### config.mk
export PLATFORM = sky130hd
export DESIGN_NAME = axil_mtimer
export DESIGN_NICKNAME = d
export VERILOG_FILES = /design/src/rtl/mtimer_pkg.sv /design/src/rtl/axil_mtimer.sv
export SDC_FILE = /design/constraint.sdc
export NUM_CORES = 1
export LEC_CHECK = 0
export CAP_MARGIN = 10
export CORE_MARGIN = 2
export CORE_UTILIZATION = 60
export CTS_CLUSTER_DIAMETER = 100
export DETAILED_ROUTE_END_ITERATION = 7
export PLACE_DENSITY = 0.79
export REMOVE_ABC_BUFFERS = 1
export SLEW_MARGIN = 15
export SYNTH_ARGS = -nofsm -noshare
export SYNTH_HDL_FRONTEND = slang
export SYNTH_SLANG_ARGS = --single-unit
### constraint.sdc
create_clock -name clk -period 15.52 [get_ports clk]
set_clock_uncertainty 0.2 [all_clocks]
set_input_delay 3.104 -clock clk [delete_from_list [all_inputs] [get_ports clk]]
set_output_delay 3.104 -clock clk [all_outputs]
set_load 0.05 [all_outputs]
### src/rtl/mtimer_pkg.sv
// ============================================================================
// Module   : mtimer_pkg
// Purpose  : Register offsets, response codes and FSM state types for the
//            AXI-lite RISC-V machine timer.
// Revision : 1.0  initial release
// ============================================================================
`default_nettype none
`timescale 1ns/1ps

package mtimer_pkg;

    localparam logic [4:0] OFF_MTIME_LO    = 5'h00;
    localparam logic [4:0] OFF_MTIME_HI    = 5'h04;
    localparam logic [4:0] OFF_MTIMECMP_LO = 5'h08;
    localparam logic [4:0] OFF_MTIMECMP_HI = 5'h0C;
    localparam logic [4:0] OFF_CTRL        = 5'h10;
    localparam logic [4:0] OFF_PRESCALE    = 5'h14;
    localparam logic [4:0] OFF_LIMIT       = 5'h18;

    localparam logic [1:0] RESP_OKAY   = 2'd0;
    localparam logic [1:0] RESP_SLVERR = 2'd2;

    typedef enum logic [1:0] {
        W_IDLE   = 2'd0,
        W_GOT_AW = 2'd1,
        W_GOT_W  = 2'd2,
        W_RESP   = 2'd3
    } wr_state_t;

    typedef enum logic {
        R_IDLE = 1'b0,
        R_RESP = 1'b1
    } rd_state_t;

    // Unaligned offsets and anything past PRESCALE are rejected with SLVERR.
    function automatic logic addr_err(input logic [4:0] off);
        return (off[1:0] != 2'b00) || (off >= OFF_LIMIT);
    endfunction

endpackage

`default_nettype wire

### src/rtl/axil_mtimer.sv
// ============================================================================
// Module   : axil_mtimer
// Purpose  : AXI-lite RISC-V machine timer: prescaled 64-bit mtime, mtimecmp
//            and a registered level timer interrupt.
// Revision : 1.0  initial release
// ============================================================================
`default_nettype none
`timescale 1ns/1ps

module axil_mtimer
    import mtimer_pkg::*;
#(
    parameter int PRESCALE_W = 16
) (
    input  logic        clk,
    input  logic        rst,
    input  logic [31:0] s_axi_awaddr,
    input  logic        s_axi_awprot,
    input  logic        s_axi_awvalid,
    output logic        s_axi_awready,
    input  logic [31:0] s_axi_wdata,
    input  logic        s_axi_wstrb,
    input  logic        s_axi_wvalid,
    output logic        s_axi_wready,
    output logic [1:0]  s_axi_bresp,
    output logic        s_axi_bvalid,
    input  logic        s_axi_bready,
    input  logic [31:0] s_axi_araddr,
    input  logic        s_axi_arprot,
    input  logic        s_axi_arvalid,
    output logic        s_axi_arready,
    output logic [31:0] s_axi_rdata,
    output logic [3:0]  s_axi_rresp,
    output logic        s_axi_rvalid,
    input  logic        s_axi_rready,
    output logic        timer_irq
);

    localparam logic [PRESCALE_W-1:0] c_ps_one = {{(PRESCALE_W-1){1'b0}}, 1'b1};

    wr_state_t              wr_state_q, wr_state_d;
    rd_state_t              rd_state_q, rd_state_d;
    logic [4:0]             awaddr_q, awaddr_d;
    logic [31:0]            wdata_q, wdata_d;
    logic [1:0]             bresp_q, bresp_d;
    logic [31:0]            rdata_q, rdata_d;
    logic [3:0]             rresp_q, rresp_d;

    logic [63:0]            mtime_q, mtime_d;
    logic [63:0]            mtimecmp_q, mtimecmp_d;
    logic                   en_q, en_d;
    logic                   irq_en_q, irq_en_d;
    logic [PRESCALE_W-1:0]  prescale_q, prescale_d;
    logic [PRESCALE_W-1:0]  ps_cnt_q, ps_cnt_d;
    logic [31:0]            hi_shadow_q, hi_shadow_d;
    logic                   irq_q, irq_d;

    logic                   w_aw_hs, w_w_hs, w_ar_hs;
    logic                   w_wr_commit, w_wr_ok;
    logic [4:0]             w_wr_addr;
    logic [31:0]            w_wr_data;
    logic [4:0]             w_rd_off;
    logic [31:0]            w_rd_mux;
    logic [31:0]            w_ps_ext;
    logic                   w_rd_snap;
    logic                   w_tick;
    logic                   w_unused_bits;

    assign w_unused_bits = ^{s_axi_awaddr[31:5], s_axi_araddr[31:5],
                             s_axi_awprot, s_axi_arprot, s_axi_wstrb};

    assign s_axi_awready = (wr_state_q == W_IDLE) || (wr_state_q == W_GOT_W);
    assign s_axi_wready  = (wr_state_q == W_IDLE) || (wr_state_q == W_GOT_AW);
    assign s_axi_bvalid  = (wr_state_q == W_RESP);
    assign s_axi_bresp   = bresp_q;
    assign s_axi_arready = (rd_state_q == R_IDLE);
    assign s_axi_rvalid  = (rd_state_q == R_RESP);
    assign s_axi_rdata   = rdata_q;
    assign s_axi_rresp   = rresp_q;
    assign timer_irq     = irq_q;

    assign w_aw_hs  = s_axi_awvalid && s_axi_awready;
    assign w_w_hs   = s_axi_wvalid && s_axi_wready;
    assign w_ar_hs  = s_axi_arvalid && s_axi_arready;
    assign w_rd_off = s_axi_araddr[4:0];
    assign w_wr_ok  = w_wr_commit && !addr_err(w_wr_addr);

    // ---------------- write channel ----------------
    always_comb begin
        wr_state_d  = wr_state_q;
        awaddr_d    = awaddr_q;
        wdata_d     = wdata_q;
        bresp_d     = bresp_q;
        w_wr_commit = 1'b0;
        w_wr_addr   = awaddr_q;
        w_wr_data   = wdata_q;
        case (wr_state_q)
            W_IDLE: begin
                if (w_aw_hs && w_w_hs) begin
                    w_wr_commit = 1'b1;
                    w_wr_addr   = s_axi_awaddr[4:0];
                    w_wr_data   = s_axi_wdata;
                    wr_state_d  = W_RESP;
                end else if (w_aw_hs) begin
                    awaddr_d   = s_axi_awaddr[4:0];
                    wr_state_d = W_GOT_AW;
                end else if (w_w_hs) begin
                    wdata_d    = s_axi_wdata;
                    wr_state_d = W_GOT_W;
                end
            end
            W_GOT_AW: begin
                if (w_w_hs) begin
                    w_wr_commit = 1'b1;
                    w_wr_data   = s_axi_wdata;
                    wr_state_d  = W_RESP;
                end
            end
            W_GOT_W: begin
                if (w_aw_hs) begin
                    w_wr_commit = 1'b1;
                    w_wr_addr   = s_axi_awaddr[4:0];
                    wr_state_d  = W_RESP;
                end
            end
            W_RESP: begin
                if (s_axi_bready) begin
                    wr_state_d = W_IDLE;
                end
            end
            default: wr_state_d = W_IDLE;
        endcase
        if (w_wr_commit) begin
            bresp_d = addr_err(w_wr_addr) ? RESP_SLVERR : RESP_OKAY;
        end
    end

    always_ff @(posedge clk or posedge rst) begin
        if (rst) begin
            wr_state_q <= W_IDLE;
            awaddr_q   <= '0;
            wdata_q    <= '0;
            bresp_q    <= RESP_OKAY;
        end else begin
            wr_state_q <= wr_state_d;
            awaddr_q   <= awaddr_d;
            wdata_q    <= wdata_d;
            bresp_q    <= bresp_d;
        end
    end

    // ---------------- read channel ----------------
    always_comb begin
        w_ps_ext = '0;
        w_ps_ext[PRESCALE_W-1:0] = prescale_q;
        w_rd_mux = '0;
        case (w_rd_off)
            OFF_MTIME_LO:    w_rd_mux = mtime_q[31:0];
            OFF_MTIME_HI:    w_rd_mux = hi_shadow_q;
            OFF_MTIMECMP_LO: w_rd_mux = mtimecmp_q[31:0];
            OFF_MTIMECMP_HI: w_rd_mux = mtimecmp_q[63:32];
            OFF_CTRL:        w_rd_mux = {30'd0, irq_en_q, en_q};
            OFF_PRESCALE:    w_rd_mux = w_ps_ext;
            default:         w_rd_mux = '0;
        endcase
    end

    always_comb begin
        rd_state_d = rd_state_q;
        rdata_d    = rdata_q;
        rresp_d    = rresp_q;
        case (rd_state_q)
            R_IDLE: begin
                if (s_axi_arvalid) begin
                    rd_state_d = R_RESP;
                    if (addr_err(w_rd_off)) begin
                        rdata_d = '0;
                        rresp_d = {2'b00, RESP_SLVERR};
                    end else begin
                        rdata_d = w_rd_mux;
                        rresp_d = {2'b00, RESP_OKAY};
                    end
                end
            end
            R_RESP: begin
                if (s_axi_rready) begin
                    rd_state_d = R_IDLE;
                end
            end
            default: rd_state_d = R_IDLE;
        endcase
    end

    always_ff @(posedge clk or posedge rst) begin
        if (rst) begin
            rd_state_q <= R_IDLE;
            rdata_q    <= '0;
            rresp_q    <= '0;
        end else begin
            rd_state_q <= rd_state_d;
            rdata_q    <= rdata_d;
            rresp_q    <= rresp_d;
        end
    end

    // ---------------- timer core ----------------
    assign w_tick    = en_q && (ps_cnt_q == prescale_q);
    assign w_rd_snap = w_ar_hs && (w_rd_off == OFF_MTIME_LO);

    // Writes are applied after the tick so a same-cycle mtime write drops that tick.
    always_comb begin
        mtime_d     = mtime_q;
        mtimecmp_d  = mtimecmp_q;
        en_d        = en_q;
        irq_en_d    = irq_en_q;
        prescale_d  = prescale_q;
        ps_cnt_d    = ps_cnt_q;
        hi_shadow_d = hi_shadow_q;
        if (en_q) begin
            if (w_tick) begin
                mtime_d  = mtime_q + 64'd1;
                ps_cnt_d = '0;
            end else begin
                ps_cnt_d = ps_cnt_q + c_ps_one;
            end
        end
        if (w_rd_snap) begin
            hi_shadow_d = mtime_q[63:32];
        end
        if (w_wr_ok) begin
            case (w_wr_addr)
                OFF_MTIME_LO:    mtime_d    = {mtime_q[63:32], w_wr_data};
                OFF_MTIME_HI:    mtime_d    = {w_wr_data, mtime_q[31:0]};
                OFF_MTIMECMP_LO: mtimecmp_d = {mtimecmp_q[63:32], w_wr_data};
                OFF_MTIMECMP_HI: mtimecmp_d = {w_wr_data, mtimecmp_q[31:0]};
                OFF_CTRL: begin
                    en_d     = w_wr_data[0];
                    irq_en_d = w_wr_data[1];
                    ps_cnt_d = '0;
                end
                OFF_PRESCALE: begin
                    prescale_d = w_wr_data[PRESCALE_W-1:0];
                    ps_cnt_d   = '0;
                end
                default: ;
            endcase
        end
        irq_d = irq_en_q && (mtime_q >= mtimecmp_q);
    end

    always_ff @(posedge clk or posedge rst) begin
        if (rst) begin
            mtime_q     <= '0;
            mtimecmp_q  <= '1;
            en_q        <= 1'b0;
            irq_en_q    <= 1'b0;
            prescale_q  <= '0;
            ps_cnt_q    <= '0;
            hi_shadow_q <= '0;
            irq_q       <= 1'b0;
        end else begin
            mtime_q     <= mtime_d;
            mtimecmp_q  <= mtimecmp_d;
            en_q        <= en_d;
            irq_en_q    <= irq_en_d;
            prescale_q  <= prescale_d;
            ps_cnt_q    <= ps_cnt_d;
            hi_shadow_q <= hi_shadow_d;
            irq_q       <= irq_d;
        end
    end

endmodule

`default_nettype wire
======== Yosys cells after proc, flatten, opt, wreduce, memory -nomap -nowiden ========
Index checks and enable logic that the tools add are counted.
storage, ports and cells
  word-level logic and storage cells ...... 107
  register bits ........................... 273
  output and inout port bits .............. 44
  bits of input ports ..................... 106
cells by class
  magnitude comparators ................... 3
  bitwise operators ....................... 5
  mux-type cells .......................... 33
  equality and inequality tests ........... 20
  $add $sub $neg .......................... 2
  reductions and logical operators ........ 27
operator list
  cell                                           count
  one-hot mux 64 bit (2 select lines)            2
  2-to-1 mux 64 bit                              3
  one-hot mux 32 bit (6 select lines)            1
  2-to-1 mux 32 bit                              3
  adder 64 x 1 -> 64 bit, second input constant  1
  >= comparator 64 bit                           1
  2-to-1 mux 16 bit                              4
  one-hot mux 32 bit (2 select lines)            1
  == test 5 x 4 -> 1 bit, second input constant  4
  == test 5 bit, second input constant           4
  adder 16 x 1 -> 16 bit, second input constant  1
  == test 16 bit                                 1
  2-to-1 mux 2 bit                               8
  == test 5 x 3 -> 1 bit, second input constant  2
  >= comparator 5 bit, second input constant     2
  logical NOT 5 bit                              2
  2-to-1 mux 5 bit                               2
  one-hot mux 5 bit (2 select lines)             1
  AND reduction 3 bit                            3
  logical AND 1 bit                              8
  inequality test 2 bit, second input constant   4
  one-hot mux 2 bit (4 select lines)             1
  AND reduction 2 bit                            4
  2-to-1 mux 1 bit                               5
  13 further kinds                               22

======== Logic depth before layout (Yosys ltp) ========
Gate-level depths: netlist of the first run.
  depth in word-level cells ............... 11
  mapped depth ............................ 13
  gate-level depth less buffers ........... 9

======== Least setup slack after synthesis of the first run ========
OpenSTA, ideal clock, no wires.
  kind .................................... input-to-reg
  start ................................... in s_axi_wvalid
  end ..................................... reg mtime_q[47]
  setup slack ............................. 10035 ps
  library setup time ...................... 147 ps
  arrival time ............................ 5139 ps
  data required time ...................... 15173 ps
  path buffers ............................ 3
  stages .................................. 10
  cell sequence ........................... buf_2 > o211a_1 > or2_1 > a32o_1 > nor3_4 > buf_4 > nand2_2 > clkbuf_1 > a21oi_1 > a211oi_1
on the way
  longest elaborated chain between the ends .. 9
  elaborated cells on any way between the ends .. 20
  classes of those cells .................. order compare (1); eq/ne (2); mux (10); reduce/logical (7)
RTL lines
  element                                                                             RTL line            text
  from (decl)                                                                         axil_mtimer.sv:23   input logic s_axi_wvalid,
  logical AND 1 bit *                                                                 axil_mtimer.sv:83   assign w_w_hs = s_axi_wvalid && s_axi_wready;
  logical AND 1 bit                                                                   axil_mtimer.sv:99   if (w_aw_hs && w_w_hs) begin
  2-to-1 mux 5 bit                                                                    axil_mtimer.sv:99
  one-hot mux 5 bit (2 select lines)                                                  axil_mtimer.sv:97   case (wr_state_q)
  >= comparator 5 bit / nonzero test 2 bit (equally long branches)                    mtimer_pkg.sv:37    return (off[1:0] != 2'b00) || (off >= OFF_LIMIT);
  logical OR 1 bit                                                                    mtimer_pkg.sv:37
  logical NOT 1 bit                                                                   axil_mtimer.sv:86   assign w_wr_ok = w_wr_commit && !addr_err(w_wr_addr);
  logical AND 1 bit                                                                   axil_mtimer.sv:86
  inequality test 2 bit (no source line) / 2-to-1 mux 64 bit (equally long branches)  --
  to (signal assigned)                                                                axil_mtimer.sv:262  mtime_q <= mtime_d;
  to (decl)                                                                           axil_mtimer.sv:49   logic [63:0] mtime_q, mtime_d;
Mark *: on every way between the ends. The rest lies on a longest branch, timed or not.
A chain may end at the register's enable or synchronous reset.

======== Worst setup path in the final report of the first run ========
  start ................................... in s_axi_wvalid
  end ..................................... reg mtime_q[11]
The elaborated chain is that of the path after synthesis.

==> results of run 1 <==
layout make-up:
| class | instances | area share [%] |
|---|---|---|
| Multi-Input combinational cell | 1086 | 43.9 |
| Sequential cell | 269 | 39.7 |
| Timing Repair Buffer | 110 | 6.07 |
| Clock buffer | 46 | 5.32 |
| Tap cell | 324 | 2.36 |
| Inverter | 86 | 1.93 |
| Clock inverter | 10 | 0.729 |
worst reg2reg max path, delay by kind of cell (launching register included):
family          cells  cell delay [ns]
fa+ha+maj           1             0.54
simple gates        3             1.06
compound gates      4             1.10
buf+inv             2             0.56
flops               1             0.41
worst max-delay path by stage:
stage,to
floorplan,awaddr_q[0]
global placement,mtime_q[17]
detailed placement,mtime_q[17]
CTS,mtime_q[17]
global route,mtime_q[12]
finish,mtime_q[11]
cells in the mapped netlist (5+ instances only):
cell | number | area (um^2)
sky130_fd_sc_hd__nor3_1 | 31 | 155
sky130_fd_sc_hd__nand2_1 | 82 | 308
sky130_fd_sc_hd__or3_1 | 7 | 43.8
sky130_fd_sc_hd__xor2_1 | 11 | 96.3
sky130_fd_sc_hd__a21oi_1 | 162 | 811
sky130_fd_sc_hd__buf_4 | 5 | 37.5
sky130_fd_sc_hd__buf_1 | 6 | 22.5
sky130_fd_sc_hd__dfstp_2 | 64 | 1680
sky130_fd_sc_hd__a221oi_1 | 47 | 412
sky130_fd_sc_hd__nor2_1 | 147 | 552
sky130_fd_sc_hd__a22o_1 | 53 | 464
sky130_fd_sc_hd__mux2_2 | 77 | 867
sky130_fd_sc_hd__o31ai_1 | 6 | 45.0
sky130_fd_sc_hd__or2_2 | 6 | 37.5
sky130_fd_sc_hd__ha_1 | 71 | 888
sky130_fd_sc_hd__and2_1 | 8 | 50.1
sky130_fd_sc_hd__dfrtp_1 | 205 | 5130
sky130_fd_sc_hd__xnor2_1 | 19 | 166
sky130_fd_sc_hd__nor4_4 | 5 | 106
sky130_fd_sc_hd__a21o_1 | 11 | 82.6
sky130_fd_sc_hd__nand2b_1 | 5 | 31.3
sky130_fd_sc_hd__clkbuf_1 | 60 | 225
sky130_fd_sc_hd__and3_1 | 22 | 138
sky130_fd_sc_hd__buf_2 | 20 | 100
sky130_fd_sc_hd__o21ai_0 | 42 | 210
sky130_fd_sc_hd__a32o_1 | 14 | 140
sky130_fd_sc_hd__a311oi_1 | 12 | 105
sky130_fd_sc_hd__nand4_1 | 22 | 138
sky130_fd_sc_hd__o21a_1 | 5 | 37.5
sky130_fd_sc_hd__and4_1 | 8 | 70.1
sky130_fd_sc_hd__a22oi_1 | 55 | 413
sky130_fd_sc_hd__nor4_1 | 15 | 93.8
sky130_fd_sc_hd__inv_1 | 86 | 323
sky130_fd_sc_hd__a211oi_1 | 34 | 255
sky130_fd_sc_hd__nand3_1 | 42 | 210
power by group:
part           switching [mW]  internal, mW
Combinational           0.814         0.518
Clock                   0.289         0.451
Sequential              0.287          1.01
per-layer routing:
metal  global-route usage, %  vias to the layer above  share of wire (%)
li1                        -                     5799                  -
met1                    46.0                     6389                 42
met2                    50.8                      615                 46
met3                    4.90                      122                8.2
met4                    12.2                        0                3.7
met5                       0                        -                  0
sequential cells by signal, indices dropped and copies added (netlist names), 2 cells and up:
register	count
mtimecmp_q	64
hi_shadow_q	32
s_axi_rdata	32
mtime_q	64
wr_state_q	2
ps_cnt_q	16
prescale_q	16
awaddr_q	5
wdata_q	32
logic make-up after synthesis:
family	synth area share, %
fa+ha+maj	5.92
simple gates	14.7
compound gates	21.6
flops	45.4
mux	5.85
other cells	0.0250
buf+inv	4.80
xor+xnor	1.75
per-stage QoR:
stage	hold WS [ns]	std cells	cell area, um^2	total power [mW]
5_1_grt	0.317	1931	17200	3.57
4_1_cts	0.306	1931	17200	3.34
2_1_floorplan	0.280	1441	14600	2.13
6_report	0.303	1931	17200	3.37
3_5_place_dp	0.291	1875	16100	2.59
3_3_place_gp	0.287	1875	16100	2.52
placed cells by master (no fill, tap or decap), types with 5 or more instances in the layout:
master / netlist / routed
sky130_fd_sc_hd__a21oi_1: 162 / 162
sky130_fd_sc_hd__clkdlybuf4s50_1: 0 / 87
sky130_fd_sc_hd__nor4_1: 15 / 14
sky130_fd_sc_hd__and4_1: 8 / 8
sky130_fd_sc_hd__xnor2_1: 19 / 19
sky130_fd_sc_hd__and3_1: 22 / 22
sky130_fd_sc_hd__or3_1: 7 / 7
sky130_fd_sc_hd__nand3_1: 42 / 42
sky130_fd_sc_hd__dfrtp_1: 205 / 205
sky130_fd_sc_hd__clkbuf_1: 60 / 7
sky130_fd_sc_hd__a211oi_1: 34 / 33
sky130_fd_sc_hd__a22o_1: 53 / 53
sky130_fd_sc_hd__xor2_1: 11 / 11
sky130_fd_sc_hd__o21a_1: 5 / 5
sky130_fd_sc_hd__nor2_1: 147 / 146
sky130_fd_sc_hd__nor4_4: 5 / 5
sky130_fd_sc_hd__and2_1: 8 / 8
sky130_fd_sc_hd__mux2_2: 77 / 77
sky130_fd_sc_hd__clkinv_2: 0 / 7
sky130_fd_sc_hd__clkbuf_8: 0 / 8
sky130_fd_sc_hd__o31ai_1: 6 / 6
sky130_fd_sc_hd__nand4_1: 22 / 22
sky130_fd_sc_hd__nand2b_1: 5 / 5
sky130_fd_sc_hd__o21ai_0: 42 / 42
sky130_fd_sc_hd__a32o_1: 14 / 14
sky130_fd_sc_hd__inv_1: 86 / 85
sky130_fd_sc_hd__ha_1: 71 / 71
sky130_fd_sc_hd__or2_2: 6 / 6
sky130_fd_sc_hd__a311oi_1: 12 / 12
sky130_fd_sc_hd__dfstp_2: 64 / 64
sky130_fd_sc_hd__nor3_1: 31 / 30
sky130_fd_sc_hd__buf_4: 5 / 22
sky130_fd_sc_hd__a21o_1: 11 / 11
sky130_fd_sc_hd__nand2_1: 82 / 82
sky130_fd_sc_hd__clkbuf_16: 0 / 31
sky130_fd_sc_hd__a22oi_1: 55 / 55
sky130_fd_sc_hd__a221oi_1: 47 / 47
==> flow_summary.json, run 1 <==
{
  "floorplan.initialDensity_pct": 61.3,
  "fp.coreArea_mm2": 0.0245,
  "report.final.hold_viol_count": 0,
  "synth-main-ff-cell": "sky130_fd_sc_hd__dfrtp_1",
  "pre_cts_ws_ns": 8.71,
  "cp.arrival_ns": 6.55,
  "worst_setup_path_startpoint": "s_axi_wvalid",
  "seq_area_mm2": 0.00681,
  "synthesized_netlist_cell_count": 1530,
  "synthArstFlopShare_pct": 100,
  "layout_filler_cell_count": 1829,
  "critical_path.n_buffers_inverters": 2,
  "timing.final.crit_period_ns": 6.36,
  "yosysWarningCount": 0,
  "hold_path_end": "wdata_q[12]",
  "insertion_delay_ns": 0.56,
  "wire_length_of_the_first_global_routing_pass_um": 67400,
  "worst-path-stages": 9,
  "cp_data_required_time_ns": 15.71,
  "design.final.nets": 1760,
  "cts.htree.levels": 1,
  "cpPeakStageDelay_ns": 0.93,
  "portBuffers": 88,
  "route.detailed.vias_per_inst": 6.69,
  "routed_wl_um": 42600,
  "worstSetupPathType": "input port to flop",
  "grt_max_degree": 143,
  "fin_util_pct": 70.1,
  "synth.distinct_cells": 73,
  "timing.critical_path.to_type": "flop",
  "worst_slew_pin_slew_ns": 1.08,
  "grt_setup_unrepaired": "no",
  "finalMaxSlewViolations": 0,
  "clkSlewWorstSetupHoldPaths_ns": 0.06,
  "cts_tree": "built",
  "route.vias.total": 12900,
  "rr_worst_depth": 10,
  "area_growth_syn_to_layout_pct": 14.3,
  "cts_num_sinks": 269,
  "routed_wl_per_cell_um": 22.1,
  "cts_hold_buffers": 0,
  "worst_r2r_startpoint": "wr_state_q[0]",
  "slowest_stage": "sky130_fd_sc_hd__clkdlybuf4s50_1",
  "top_level_ports": 150,
  "detailedRoute.firstPassIterationCount": 7,
  "outcome": "complete, no violations",
  "max-clock-path-buffers": 3,
  "synthesis.area_mm2": 0.0150,
  "tritoncts.num_buffers": 30,
  "routability_cong": 0.960,
  "max_freq_mhz": 157,
  "maxSlewHeadroom_pct": 27.7,
  "grt_antenna_before_repair": 0,
  "route.detailed.drc": 0,
  "grt.overflow.total": 0,
  "crit_chain": "clkdlybuf4s50_1 -> o21ai_1 -> a21o_1 -> a32o_1 -> nor3_4 -> buf_4 -> nand2_1 -> a21oi_1 -> a221oi_1",
  "cts_setup_buffers": 0,
  "p_leak_nw": 7.11,
  "hold_path.class": "flop to flop",
  "cts_root_buffer": "sky130_fd_sc_hd__clkbuf_16",
  "final.period_utilization_pct": 41.0,
  "power_per_cell_area_mw_per_mm2": 196,
  "floorplan.die.width_um": 162,
  "fp-row-count": 57,
  "min_path_cells": 1,
  "final_critical_path_setup_slack_ns": 9.16,
  "detailed_place_hpwl_um": 28400,
  "report.final.setup_viol": 0,
  "critPathLaunchType": "input port",
  "grt_pass1_vias": 12400,
  "setup.reg_to_reg.worst_slack_ns": 11.48,
  "worst_hold_startpoint": "wdata_q[12]",
  "crit_path_max_fanout": 35,
  "floorplan.die.height_um": 162,
  "syn_avg_cell_area_um2": 9.81,
  "yosysSeqAreaShare_pct": 45.4,
  "route.antenna.remaining_nets": 0,
  "design.die.area_mm2": 0.0263,
  "multi_input_area_mm2": 0.00753,
  "cts_resized": 0,
  "path_delay_family": "buffers and inverters",
  "n_antenna_cell": 0,
  "share_of_post_route_cells_with_drive_strength_above_1_pct": 15.2,
  "drt_iter0_markers": 1555,
  "yosys_register_bits": 269,
  "drv_cap": 0,
  "rr_endpoint": "mtime_q[11]",
  "track_usage_pct": 32.4,
  "synth_edf_count": 0,
  "fin_setup_tns_ns": 0,
  "power.ir.vdd_worst_uv": 141
}
Note: power is estimated with default switching activity, not from simulation.
==> run 2: changes to the inputs <==
- CORE_UTILIZATION: 60 -> 58
- PLACE_DENSITY: 0.79 -> 0.77
- clock period: 15.52 -> 6.5 ns (I/O delays scaled with it)
==> flow_summary.json, run 2 (synthesized netlist as in run 1, its figures left out) <==
{
  "path_delay_family": "simple AND/OR/NAND/NOR gates",
  "route.detailed.vias_per_inst": 6.66,
  "cpPeakStageDelay_ns": 0.92,
  "share_of_post_route_cells_with_drive_strength_above_1_pct": 15.3,
  "worst_path_most_repeated_cell": "sky130_fd_sc_hd__o21a_1",
  "mostFrequentLayoutCells": "205 x sky130_fd_sc_hd__dfrtp_1, 162 x sky130_fd_sc_hd__a21oi_1, 146 x sky130_fd_sc_hd__nor2_1, 87 x sky130_fd_sc_hd__clkdlybuf4s50_1, 85 x sky130_fd_sc_hd__inv_1",
  "power_per_cell_area_mw_per_mm2": 465,
  "fp-row-count": 58,
  "floorplan.die.width_um": 165,
  "grt.overflow.total": 0,
  "biggestRegsByFlops": "mtime_q: 64 flops, mtimecmp_q: 64 flops",
  "grt_max_degree": 125,
  "detailed_place_hpwl_um": 29200,
  "report.final.setup_viol": 0,
  "floorplan.die.height_um": 165,
  "drt_iter0_markers": 1522,
  "crit_path_max_fanout": 17,
  "worstSetupPathType": "input port to flop",
  "design.die.area_mm2": 0.0272,
  "dp.cells": 1883,
  "design.final.nets": 1763,
  "area_growth_syn_to_layout_pct": 14.4,
  "detailedRoute.firstPassIterationCount": 6,
  "timing.final.crit_period_ns": 4.92,
  "grt_antenna_before_repair": 0,
  "insertion_delay_ns": 0.56,
  "cp.arrival_ns": 5.17,
  "track_usage_pct": 31.8,
  "final.period_utilization_pct": 75.7,
  "power.ir.vdd_worst_uv": 281,
  "tritoncts.num_buffers": 31,
  "routed_wl_per_cell_um": 21.9,
  "routability_cong": 0.966,
  "cts.htree.levels": 1,
  "portBuffers": 88,
  "fp.coreArea_mm2": 0.0253,
  "cts_setup_buffers": 0,
  "finalMaxSlewViolations": 0,
  "route.detailed.drc": 0,
  "grt_pass1_vias": 12500,
  "hold_path.class": "flop to flop",
  "wire_length_of_the_first_global_routing_pass_um": 67900,
  "fin_cells": 1940,
  "n_antenna_cell": 0,
  "worst_slew_pin_slew_ns": 1.12,
  "cts_num_sinks": 269,
  "fin_util_pct": 68.0,
  "critical_path.n_buffers_inverters": 1,
  "clkSlewWorstSetupHoldPaths_ns": 0.06,
  "top_level_ports": 150,
  "timing.critical_path.to_type": "flop",
  "cts_resized": 0,
  "floorplan.initialDensity_pct": 59.4,
  "routed_wl_um": 42500,
  "report.final.hold_viol_count": 0,
  "grt_setup_unrepaired": "no",
  "cp_data_required_time_ns": 6.75,
  "p_total_mw": 7.99,
  "outcome": "complete, no violations",
  "max_freq_mhz": 203,
  "maxSlewHeadroom_pct": 25.3,
  "p_leak_nw": 7.12,
  "max-clock-path-buffers": 3,
  "cts_hold_buffers": 0,
  "critPathLaunchType": "input port",
  "slowest_stage": "sky130_fd_sc_hd__clkdlybuf4s50_1",
  "layout_commonest_cell": "sky130_fd_sc_hd__dfrtp_1",
  "drv_cap": 0,
  "cts_tree": "built",
  "route.antenna.remaining_nets": 0,
  "crit_chain": "clkdlybuf4s50_1 -> o21ai_1 -> a21o_1 -> a32o_1 -> nor3_4 -> nand2_1 -> o21a_1 -> o21a_1",
  "cts_root_buffer": "sky130_fd_sc_hd__clkbuf_16",
  "final.hold.worst_slack_ns": 0.304,
  "route.vias.total": 12900,
  "fin_setup_tns_ns": 0
}
-- run 2: cell count changes in the layout (fill, tap and decap cells not counted), sizes merged --
cell,delta
clkinv,+1
buf,+2
bufinv,-1
clkbuf,+1
-- run 2: worst register-to-register path, cell delays in order (launching register included) --
cell and delay [ns]:
sky130_fd_sc_hd__dfrtp_1 0.42, sky130_fd_sc_hd__inv_1 0.12, sky130_fd_sc_hd__ha_1 0.56, sky130_fd_sc_hd__nand3_1 0.28, sky130_fd_sc_hd__a211oi_1 0.40, sky130_fd_sc_hd__o221ai_2 0.30, sky130_fd_sc_hd__nor3_4 0.86, sky130_fd_sc_hd__nand2_1 0.71
sky130_fd_sc_hd__o21a_1 0.28, sky130_fd_sc_hd__o21a_1 0.16
-- run 2: layout make-up --
cell class                 count  area [um^2]
multi-input combinational   1086         7530
sequential                   269         6810
clock buffer                  47          916
inverter                      86          330
fill                        2004         8090
tap                          330          413
clock inverter                10          100
timing repair buffer         112         1070
-- run 2: worst paths after layout --
kind / from / end / slack, ns / cells after the start
worst max-delay path: s_axi_wvalid / mtime_q[17] / 1.58 / 8
worst min-delay path: s_axi_rdata[13] / s_axi_rdata[13] / 0.30 / 1
worst max register to register: wr_state_q[0] / mtime_q[17] / 2.12 / 9
worst min register to register: s_axi_rdata[13] / s_axi_rdata[13] / 0.30 / 1
max in group asynchronous: rst / s_axi_rdata[28] / 3.87 / 3
min in group asynchronous: rst / wdata_q[7] / 1.10 / 2
-- run 2: routing by layer --
layer	part of all wire, %	vias to the layer above	wire, um	global-route usage, %
li1	-	5807	-	-
met5	0	-	0	0
met1	43	6408	18100	45.5
met4	2.7	0	1140	9.76
met2	46	610	19700	50.4
met3	8.2	95	3500	4.67
-- run 2: through the flow --
step           setup WS (ns)  area [um^2]
3_5_place_dp            1.17        16200
4_1_cts                 1.72        17200
5_1_grt                 1.48        17200
2_1_floorplan          -2.30        14600
6_report                1.58        17200
3_3_place_gp            1.25        16200
-- run 2: power breakdown --
part	internal, mW	switching (mW)
Clock	1.04	0.691
Sequential	2.40	0.680
Combinational	1.24	1.93
==> run 3: changes to the inputs <==
- CORE_UTILIZATION: 58 -> 52
- PLACE_DENSITY: 0.77 -> 0.73
- clock period: 6.5 -> 4.4 ns (I/O delays scaled with it)
==> flow_summary.json, run 3 (synthesized netlist as in run 1, its figures left out) <==
{
  "worstSetupPathType": "flop to primary output",
  "multi_input_area_mm2": 0.00753,
  "hold_path_end": "s_axi_rdata[29]",
  "rr_worst_depth": 10,
  "cts_tree": "built",
  "setup.reg_to_reg.worst_slack_ns": 0.63,
  "detailedRoute.firstPassIterationCount": 5,
  "top_layer_used": "met4",
  "power.ir.vdd_worst_uv": 511,
  "max-clock-path-buffers": 3,
  "route.vias.total": 12800,
  "rr_endpoint": "mtime_q[30]",
  "report.final.hold_viol_count": 0,
  "timing.critical_path.to_type": "primary output",
  "cts.htree.levels": 1,
  "timing.final.crit_period_ns": 3.83,
  "fp.coreArea_mm2": 0.0285,
  "p_total_mw": 11.8,
  "grt_setup_unrepaired": "no",
  "report.final.setup_viol": 0,
  "min_path_cells": 1,
  "route.detailed.drc": 0,
  "cp_data_required_time_ns": 3.32,
  "mostFrequentLayoutCells": "205 x sky130_fd_sc_hd__dfrtp_1, 162 x sky130_fd_sc_hd__a21oi_1, 146 x sky130_fd_sc_hd__nor2_1, 87 x sky130_fd_sc_hd__clkdlybuf4s50_1, 85 x sky130_fd_sc_hd__inv_1",
  "worst_slew_pin_slew_ns": 0.848,
  "floorplan.die.width_um": 174,
  "layout_commonest_cell": "sky130_fd_sc_hd__dfrtp_1",
  "seq_area_mm2": 0.00681,
  "met2WireLength_um": 19500,
  "floorplan.initialDensity_pct": 52.6,
  "track_usage_pct": 28.1,
  "fin_cells": 2006,
  "route.met3.wl_um": 3070,
  "route.antenna.remaining_nets": 0,
  "design.final.nets": 1775,
  "cts_resized": 0,
  "fp-row-count": 62,
  "power_per_cell_area_mw_per_mm2": 678,
  "crit_path_max_fanout": 15,
  "worst_hold_startpoint": "s_axi_rdata[29]",
  "dp.cells": 1950,
  "grt_pass1_vias": 12300,
  "top_level_ports": 150,
  "grt_antenna_before_repair": 1,
  "drv_cap": 0,
  "portBuffers": 88,
  "critPathLaunchType": "flop",
  "finalMaxSlewViolations": 0,
  "clkSlewWorstSetupHoldPaths_ns": 0.06,
  "grt.overflow.total": 0,
  "final.period_utilization_pct": 87.0,
  "outcome": "complete, no violations",
  "layout_filler_cell_count": 2439,
  "cts_hold_buffers": 0,
  "share_of_post_route_cells_with_drive_strength_above_1_pct": 15.8,
  "routability_cong": 0.909,
  "maxSlewHeadroom_pct": 43.5,
  "routed_wl_per_cell_um": 21.3,
  "routed_wl_um": 42600,
  "route.detailed.vias_per_inst": 6.36,
  "worst_r2r_startpoint": "wr_state_q[0]",
  "final.hold.worst_slack_ns": 0.300,
  "design.die.area_mm2": 0.0302,
  "cts_setup_buffers": 0,
  "wire_length_of_the_first_global_routing_pass_um": 68400,
  "sum_of_routed_wire_segments_on_met1_um": 18800,
  "detailed_place_hpwl_um": 29100,
  "tritoncts.num_buffers": 30,
  "cts_root_buffer": "sky130_fd_sc_hd__clkbuf_16",
  "cp.arrival_ns": 2.75,
  "drt_iter0_markers": 1207,
  "max_freq_mhz": 261,
  "hold_path.class": "flop to flop",
  "n_antenna_cell": 0,
  "floorplan.die.height_um": 174,
  "biggestRegsByFlops": "mtime_q: 64 flops, mtimecmp_q: 64 flops",
  "area_growth_syn_to_layout_pct": 16.1,
  "cts_num_sinks": 269,
  "grt_max_degree": 82,
  "insertion_delay_ns": 0.56,
  "p_leak_nw": 7.20
}
[run 3: cell type report]
class | instances | area share (%)
Tap cell | 384 | 2.76
Timing Repair Buffer | 125 | 7.27
Clock buffer | 52 | 5.54
Clock inverter | 4 | 0.258
Inverter | 86 | 1.90
Sequential cell | 269 | 39.1
Multi-Input combinational cell | 1086 | 43.2
[run 3: worst max path at each step]
stage,startpoint,endpoint,slack [ns],depth (start not counted)
2_1_floorplan,rst,awaddr_q[0],-3.98,1
3_3_place_gp,s_axi_awvalid,mtime_q[55],0.31,8
3_5_place_dp,s_axi_awvalid,mtime_q[30],0.26,9
4_1_cts,wr_state_q[1],s_axi_wready,0.59,4
5_1_grt,wr_state_q[0],mtime_q[30],0.32,10
6_report,wr_state_q[1],s_axi_wready,0.57,4
[run 3: power by group]
part	leakage [nW]	switching, mW	internal [mW]
sequential	3.21	0.981	3.55
combinational	3.49	2.85	1.87
clock	0.499	1.02	1.53
total	7.20	4.85	6.95
[run 3: through the flow]
step / instance area (um^2) / utilization, % / setup WS [ns] / setup TNS [ns]
after floorplan: 14600 / - / -3.98 / -966.43
after global placement: 16400 / 57.5 / 0.314 / 0
after detailed placement: 16400 / 57.5 / 0.257 / 0
after CTS: 17400 / 61.0 / 0.586 / 0
after global routing: 17400 / 61.0 / 0.318 / 0
final: 17400 / 61.0 / 0.571 / 0
[run 3: critical path, stage by stage (launching register included)]
cell	delay [ns]
sky130_fd_sc_hd__dfrtp_1	0.41
sky130_fd_sc_hd__inv_1	0.11
sky130_fd_sc_hd__ha_1	0.49
sky130_fd_sc_hd__or2_2	0.34
sky130_fd_sc_hd__clkdlybuf4s50_1	0.84
[run 3: routing by layer]
| metal | track usage [%] | vias to the layer above |
|---|---|---|
| met5 | 0 | - |
| met4 | 8.89 | 0 |
| met3 | 3.73 | 118 |
| met2 | 43.7 | 522 |
| met1 | 40.9 | 6281 |
| li1 | - | 5838 |
